## config.mk

```make
export PLATFORM = sky130hd
export DESIGN_NAME = keypad_entry_sequencer_flat
export DESIGN_NICKNAME = d
export VERILOG_FILES = /design/src/rtl/lock_pkg.sv /design/src/rtl/keypad_entry_sequencer_if.sv /design/src/rtl/keypad_entry_sequencer_cycle_timer.sv /design/src/rtl/keypad_entry_sequencer.sv /design/src/flat_wrapper.sv
export SDC_FILE = /design/constraint.sdc
export NUM_CORES = 1
export LEC_CHECK = 0
export ABC_AREA = 1
export CORE_MARGIN = 2
export CORE_UTILIZATION = 45
export CTS_CLUSTER_SIZE = 12
export DETAILED_ROUTE_END_ITERATION = 6
export PLACE_DENSITY = 0.68
export SLEW_MARGIN = 10
export SYNTH_ARGS = -nofsm -noshare
export SYNTH_HDL_FRONTEND = slang
export SYNTH_SLANG_ARGS = --single-unit
export TNS_END_PERCENT = 20
```

## constraint.sdc

```tcl
create_clock -name clk -period 2.73 [get_ports clk]
set_input_delay 0.4095 -clock clk [delete_from_list [all_inputs] [get_ports clk]]
set_output_delay 0.4095 -clock clk [all_outputs]
set_load 0.02 [all_outputs]
```

## src/rtl/lock_pkg.sv

```systemverilog
// Shared definitions for the keypad entry front-end: key codes, buffer
// depth, FSM state encoding and the BCD digit type.
package lock_pkg;

  localparam int DIGITS = 6;

  localparam logic [3:0] KEY_BKSP  = 4'hA;
  localparam logic [3:0] KEY_ENTER = 4'hB;
  localparam logic [3:0] KEY_CLR   = 4'hC;

  typedef logic [3:0] digit_t;

  typedef enum logic [2:0] {
    IDLE,
    ENTRY,
    JUDGE,
    PASS,
    LOCKOUT,
    CLEANUP
  } state_t;

  // Codes 0..9 are digits; everything above is a command or reserved.
  function automatic logic is_digit(input logic [3:0] code);
    return code <= 4'd9;
  endfunction

endpackage

```

## src/rtl/keypad_entry_sequencer_if.sv

```systemverilog
// Bundle of keypad, display and lock-controller signals for the entry
// sequencer. The slave side is the sequencer itself; the master side is the
// keypad/lock-controller environment around it.
interface keypad_entry_sequencer_if;
  import lock_pkg::*;

  logic       key_valid;
  logic [3:0] key_code;
  digit_t     d1, d2, d3, d4, d5, d6;
  logic [2:0] count;
  logic       j;
  logic       res;
  logic       unlock;
  logic       fail;
  logic       entry_err;
  logic       locked_out;
  logic       busy;

  modport master (
    output key_valid, key_code, res,
    input  d1, d2, d3, d4, d5, d6, count, j, unlock, fail, entry_err,
           locked_out, busy
  );

  modport slave (
    input  key_valid, key_code, res,
    output d1, d2, d3, d4, d5, d6, count, j, unlock, fail, entry_err,
           locked_out, busy
  );

endinterface

```

## src/rtl/keypad_entry_sequencer_cycle_timer.sv

```systemverilog
// Loadable down-counter with a done flag. Loaded on entry to a timed state;
// done is high once the count has run down to zero.
module cycle_timer #(
  parameter int WIDTH = 11
) (
  input  logic             clk,
  input  logic             clr_n,
  input  logic             load,
  input  logic [WIDTH-1:0] load_value,
  output logic             done
);

  logic [WIDTH-1:0] remaining;

  // Load takes priority; otherwise count down and hold at zero.
  always_ff @(posedge clk or negedge clr_n) begin
    if (!clr_n)
      remaining <= '0;
    else if (load)
      remaining <= load_value;
    else if (remaining != '0)
      remaining <= remaining - WIDTH'(1);
  end

  assign done = (remaining == '0);

endmodule

```

## src/rtl/keypad_entry_sequencer.sv

```systemverilog
// Keypad entry sequencer: collects six digits, strobes the lock controller,
// then shows unlock / failure and enforces lockout after repeated failures.
// Optional build macro AUTO_SUBMIT_EN: the sixth digit submits the entry
// without ENTER.
module keypad_entry_sequencer
  import lock_pkg::*;
#(
  parameter int MAX_FAIL       = 3,
  parameter int LOCKOUT_CYCLES = 1000,
  parameter int UNLOCK_CYCLES  = 50
) (
  input logic                     clk,
  input logic                     clr_n,
  keypad_entry_sequencer_if.slave bus
);

  localparam int MAX_CYC = (LOCKOUT_CYCLES > UNLOCK_CYCLES) ? LOCKOUT_CYCLES : UNLOCK_CYCLES;
  localparam int TW      = $clog2(MAX_CYC) + 1;

  state_t     state, state_nx;
  digit_t     digits    [DIGITS];
  digit_t     digits_nx [DIGITS];
  logic [2:0] count, count_nx;
  logic [3:0] fail_cnt, fail_cnt_nx;
  logic       fail_q, fail_nx;
  logic       entry_err_q, entry_err_nx;
  logic       timer_load;
  logic [TW-1:0] timer_value;
  logic       timer_done;

  cycle_timer #(.WIDTH(TW)) u_timer (
    .clk        (clk),
    .clr_n      (clr_n),
    .load       (timer_load),
    .load_value (timer_value),
    .done       (timer_done)
  );

  // State, digit buffer, fail counter and the one-cycle pulses.
  always_ff @(posedge clk or negedge clr_n) begin
    if (!clr_n) begin
      state       <= IDLE;
      count       <= '0;
      fail_cnt    <= '0;
      fail_q      <= 1'b0;
      entry_err_q <= 1'b0;
      for (int i = 0; i < DIGITS; i++) digits[i] <= '0;
    end else begin
      state       <= state_nx;
      count       <= count_nx;
      fail_cnt    <= fail_cnt_nx;
      fail_q      <= fail_nx;
      entry_err_q <= entry_err_nx;
      digits      <= digits_nx;
    end
  end

  // Next-state and buffer editing; keys only matter in IDLE and ENTRY.
  always_comb begin
    state_nx     = state;
    digits_nx    = digits;
    count_nx     = count;
    fail_cnt_nx  = fail_cnt;
    fail_nx      = 1'b0;
    entry_err_nx = 1'b0;
    timer_load   = 1'b0;
    timer_value  = '0;

    case (state)
      IDLE: begin
        if (bus.key_valid) begin
          if (is_digit(bus.key_code)) begin
            digits_nx[0] = bus.key_code;
            count_nx     = 3'd1;
            state_nx     = ENTRY;
          end else if (bus.key_code == KEY_ENTER) begin
            entry_err_nx = 1'b1;
          end
        end
      end

      ENTRY: begin
        if (bus.key_valid) begin
          if (is_digit(bus.key_code)) begin
            if (count < 3'(DIGITS)) begin
              digits_nx[count] = bus.key_code;
              count_nx         = count + 3'd1;
`ifdef AUTO_SUBMIT_EN
              if (count == 3'(DIGITS - 1)) state_nx = JUDGE;
`endif
            end
          end else if (bus.key_code == KEY_BKSP) begin
            digits_nx[count - 3'd1] = '0;
            count_nx                = count - 3'd1;
            if (count == 3'd1) state_nx = IDLE;
          end else if (bus.key_code == KEY_CLR) begin
            for (int i = 0; i < DIGITS; i++) digits_nx[i] = '0;
            count_nx = '0;
            state_nx = IDLE;
          end else if (bus.key_code == KEY_ENTER) begin
`ifdef AUTO_SUBMIT_EN
            entry_err_nx = 1'b1;
`else
            if (count < 3'(DIGITS)) entry_err_nx = 1'b1;
            else                    state_nx     = JUDGE;
`endif
          end
        end
      end

      JUDGE: begin
        if (bus.res) begin
          fail_cnt_nx = '0;
          state_nx    = PASS;
          timer_load  = 1'b1;
          timer_value = TW'(UNLOCK_CYCLES - 1);
        end else begin
          fail_nx     = 1'b1;
          fail_cnt_nx = fail_cnt + 4'd1;
          if ((fail_cnt + 4'd1) >= 4'(MAX_FAIL)) begin
            state_nx    = LOCKOUT;
            timer_load  = 1'b1;
            timer_value = TW'(LOCKOUT_CYCLES - 1);
          end else begin
            state_nx = CLEANUP;
          end
        end
      end

      PASS: begin
        if (timer_done) state_nx = CLEANUP;
      end

      LOCKOUT: begin
        if (timer_done) begin
          fail_cnt_nx = '0;
          state_nx    = CLEANUP;
        end
      end

      CLEANUP: begin
        for (int i = 0; i < DIGITS; i++) digits_nx[i] = '0;
        count_nx = '0;
        state_nx = IDLE;
      end

      default: state_nx = IDLE;
    endcase
  end

  assign bus.d1         = digits[0];
  assign bus.d2         = digits[1];
  assign bus.d3         = digits[2];
  assign bus.d4         = digits[3];
  assign bus.d5         = digits[4];
  assign bus.d6         = digits[5];
  assign bus.count      = count;
  assign bus.j          = (state == JUDGE);
  assign bus.unlock     = (state == PASS);
  assign bus.locked_out = (state == LOCKOUT);
  assign bus.busy       = (state != IDLE) && (state != ENTRY);
  assign bus.fail       = fail_q;
  assign bus.entry_err  = entry_err_q;

endmodule

```

## src/flat_wrapper.sv

```systemverilog
// flat-port wrapper written by rule: the top's interface ports become plain ports
module keypad_entry_sequencer_flat import lock_pkg::*;
#(
  parameter int MAX_FAIL       = 3,
  parameter int LOCKOUT_CYCLES = 1000,
  parameter int UNLOCK_CYCLES  = 50
)
  (clk, clr_n, bus_key_valid, bus_key_code, bus_res, bus_d1, bus_d2, bus_d3, bus_d4, bus_d5, bus_d6, bus_count, bus_j, bus_unlock, bus_fail, bus_entry_err, bus_locked_out, bus_busy);
  keypad_entry_sequencer_if bus_i ();
  input logic clk;
  input logic clr_n;
  input wire logic [$bits(bus_i.key_valid)-1:0] bus_key_valid;
  input wire logic [$bits(bus_i.key_code)-1:0] bus_key_code;
  input wire logic [$bits(bus_i.res)-1:0] bus_res;
  output wire logic [$bits(bus_i.d1)-1:0] bus_d1;
  output wire logic [$bits(bus_i.d2)-1:0] bus_d2;
  output wire logic [$bits(bus_i.d3)-1:0] bus_d3;
  output wire logic [$bits(bus_i.d4)-1:0] bus_d4;
  output wire logic [$bits(bus_i.d5)-1:0] bus_d5;
  output wire logic [$bits(bus_i.d6)-1:0] bus_d6;
  output wire logic [$bits(bus_i.count)-1:0] bus_count;
  output wire logic [$bits(bus_i.j)-1:0] bus_j;
  output wire logic [$bits(bus_i.unlock)-1:0] bus_unlock;
  output wire logic [$bits(bus_i.fail)-1:0] bus_fail;
  output wire logic [$bits(bus_i.entry_err)-1:0] bus_entry_err;
  output wire logic [$bits(bus_i.locked_out)-1:0] bus_locked_out;
  output wire logic [$bits(bus_i.busy)-1:0] bus_busy;
  assign bus_i.key_valid = bus_key_valid;
  assign bus_i.key_code = bus_key_code;
  assign bus_i.res = bus_res;
  assign bus_d1 = bus_i.d1;
  assign bus_d2 = bus_i.d2;
  assign bus_d3 = bus_i.d3;
  assign bus_d4 = bus_i.d4;
  assign bus_d5 = bus_i.d5;
  assign bus_d6 = bus_i.d6;
  assign bus_count = bus_i.count;
  assign bus_j = bus_i.j;
  assign bus_unlock = bus_i.unlock;
  assign bus_fail = bus_i.fail;
  assign bus_entry_err = bus_i.entry_err;
  assign bus_locked_out = bus_i.locked_out;
  assign bus_busy = bus_i.busy;
  keypad_entry_sequencer #(.MAX_FAIL(MAX_FAIL), .LOCKOUT_CYCLES(LOCKOUT_CYCLES), .UNLOCK_CYCLES(UNLOCK_CYCLES)) u_core (.clk(clk), .clr_n(clr_n), .bus(bus_i));
endmodule
```

==> results.cfg <==
[floorplan]
start_util_pct = 46.7
num_rows = 30
die-area_um2 = 7770
die_h_um = 88.2
fp.coreArea_um2 = 6830
die_w_um = 88.2
io_pins = 41

[clock_network]
ctsHoldBuffers = 0
clockBufferDepth = 2
cts.clk_slew.worst_paths_ns = 0.08
post-cts-setup-buffers = 0
cts.sinks = 47
clock_latency_ns = 0.30
clock-root-buffer = clkbuf_8
numCtsBuffers = 5
cts_resized = 0
cts_tree = yes
cts.htree.levels = 2

[logic_synthesis]
async_flop_share_pct = 100
yosys_most_used_dff = dfrtp_1
synth_edf_count = 0
ys_ff_latch = 47
synth_cells = 459
syn-cell-area_um2 = 3190
syn_area_per_cell_um2 = 6.95
syn_nets = 474
synth_cell_type_count = 35
yosysSeqAreaShare_pct = 36.9
ys_warn_count = 0

[final_layout]
n_antenna_cell = 0
area_delta_synth_final_pct = 19.4
fillers = 697
drive_gt1_share_pct = 11.7
final_util_pct = 55.7
final_cell_mix = nand2_1, nand3_1, dfrtp_1, clkdlybuf4s50_1, inv_1
final_common_cell = nand2_1
nets = 519

[pwr]
power_frac_clock_pct = 12.9
power.internal_mw = 2.03
cellPowerDensity_nw_per_um2 = 1020
swShare_pct = 47.6
p_leak_nw = 1.82
p_switching_mw = 1.85
power_frac_seq_pct = 31.1
ir_worst_vdd_uv = 443
p_comb_share_pct = 56.0

[setup_path]
r2r_end = u_core.bus.d3[3]
cp.required_ns = 2.32
cp_max_fo = 6
critPathArrivalTime_ns = 1.77
startpoint = u_core.state[2]
end_kind = output port
rrSetupSlack_ns = 0.78
worst-setup-path-type = reg -> out
r2r-start = u_core.bus.count[1]
reg2regPathDepth = 10
startpoint_type = flip-flop

[detailed_routing]
drt_first_iter_violations = 233
drt-total-wl_mm = 7.92
post_drt_wl_per_cell_um = 13.2
detail-route-antenna-nets = 0
vias = 3095
dr.pass1.iters = 6
via_per_inst = 5.16
drc_errors = 0

[timing]
hold_viol = 0
tns_ns = 0
setup_violations = 0
worst_slew_pin_slew_ns = 0.560
hold_ws_ns = 0.0873
fin_crit_sh_pct = 80.0
rsz0062_at_grt = no
max_freq_mhz = 458
max_slew_margin_pct = 62.7
skew_ns = 0.00484
drv_slew = 0
period_needed_ns = 2.18

[place]
post-dp-hpwl_mm = 6.03
portBuffers = 40
gp_congestion = 0.902

[grt]
grt_overflow = 0
antenna_found_initial = 0
grt_max_degree = 25
gr-usage-all-layers_pct = 21.3
first_global_vias = 2858
grt_pass1_wl_mm = 13.2

[worst_hold_path]
worst_hold_path_type = in -> async

[outcome]
status = finished clean

[flow_run]
maxCapViolCount = 0
==> flip-flops by register name, summed over array words and instances, names as in the netlist, 3 cells and up <==
register,flops
u_core.bus.d5,4
u_core.state,3
u_core.bus.d2,4
u_core.bus.d6,4
u_core.bus.count,3
u_core.fail_cnt,4
u_core.bus.d4,4
u_core.u_timer.remaining,11
u_core.bus.d3,4
u_core.bus.d1,4
==> how the worst max path moves through the flow <==
stage	end	slack, ns
2_1_floorplan	u_core.bus.d1[1]	1.0
3_3_place_gp	u_core.bus.d1[1]	0.48
3_5_place_dp	u_core.bus.d1[2]	0.42
4_1_cts	bus_j	0.53
5_1_grt	bus_unlock	0.45
6_report	bus_j	0.55
==> cells in the mapped netlist, types with 2 or more instances <==
| cell type | count | area, um^2 |
|---|---|---|
| nor2_1 | 32 | 120 |
| o21ai_0 | 17 | 85.1 |
| xor2_1 | 4 | 35.0 |
| nand3_1 | 60 | 300 |
| dfrtp_1 | 47 | 1180 |
| nand4_1 | 6 | 37.5 |
| nor3_1 | 6 | 30.0 |
| or2_2 | 2 | 12.5 |
| ha_1 | 7 | 87.6 |
| nand3_2 | 4 | 40.0 |
| a21oi_1 | 8 | 40.0 |
| nor2_4 | 4 | 45.0 |
| inv_1 | 34 | 128 |
| nand4_2 | 5 | 62.6 |
| buf_2 | 6 | 30.0 |
| nor2_2 | 3 | 18.8 |
| inv_2 | 17 | 63.8 |
| nand2_1 | 147 | 552 |
| o21ai_1 | 28 | 140 |
| nand2_2 | 5 | 31.3 |
| xnor2_1 | 2 | 17.5 |
| o22ai_1 | 2 | 12.5 |
==> kinds of logic (layout without fill, tap and decap cells) <==
logic type / Yosys count / after routing / share of synthesized area [%]
adders and majority gates: 7 / 7 / 2.75
DFF: 47 / 47 / 36.9
AOI/OAI and AO/OA: 59 / 59 / 9.65
and+or+nand+nor: 279 / 279 / 41.3
buffers and inverters: 61 / 106 / 7.77
xor gates and xnor gates: 6 / 6 / 1.65
==> per-stage QoR <==
stage / total power, mW / std cells / setup WS, ns / cell area (um^2)
3_3_place_gp: 3.34 / 593 / 0.478 / 3700
2_1_floorplan: 2.70 / 459 / 0.996 / 3190
3_5_place_dp: 3.39 / 593 / 0.416 / 3700
6_report: 3.88 / 600 / 0.547 / 3810
4_1_cts: 3.90 / 600 / 0.529 / 3810
5_1_grt: 4.23 / 600 / 0.454 / 3810
==> worst max-delay path, cell delays in order (launching register included) <==
cell and delay, ns:
dfrtp_1 0.48, inv_2 0.16, nand3_2 0.13, inv_2 0.10, clkdlybuf4s50_1 0.60
==> power by group through the flow <==
stage,Combinational [mW],Clock (mW),Sequential [mW]
after CTS,2.18,0.516,1.21
after detailed placement,2.17,0,1.22
after global routing,2.45,0.536,1.25
after global placement,2.13,0,1.22
final,2.17,0.500,1.21
after floorplan,1.38,0,1.32
==> cell type report <==
type	instances	area, um^2	share of cell area (%)
clock buffers	6	72.6	1.91
clock inverters	1	30.0	0.789
well taps	96	120	3.16
flip-flops and latches	47	1180	30.9
inverters	52	195	5.13
repair buffers	47	448	11.8
multi-input cells	351	1760	46.4
==> routing by layer <==
metal  vias to the layer above  track usage (%)  wire, um  share of wire (%)
met2                        76             36.8      3800                 48
met5                         -                0         0                  0
met4                         0             5.37       112                1.4
met1                      1429             27.8      3650                 46
met3                        10             3.20       355                4.5
li1                       1580                -         -                  -
Power figures use the tool's default switching activity.
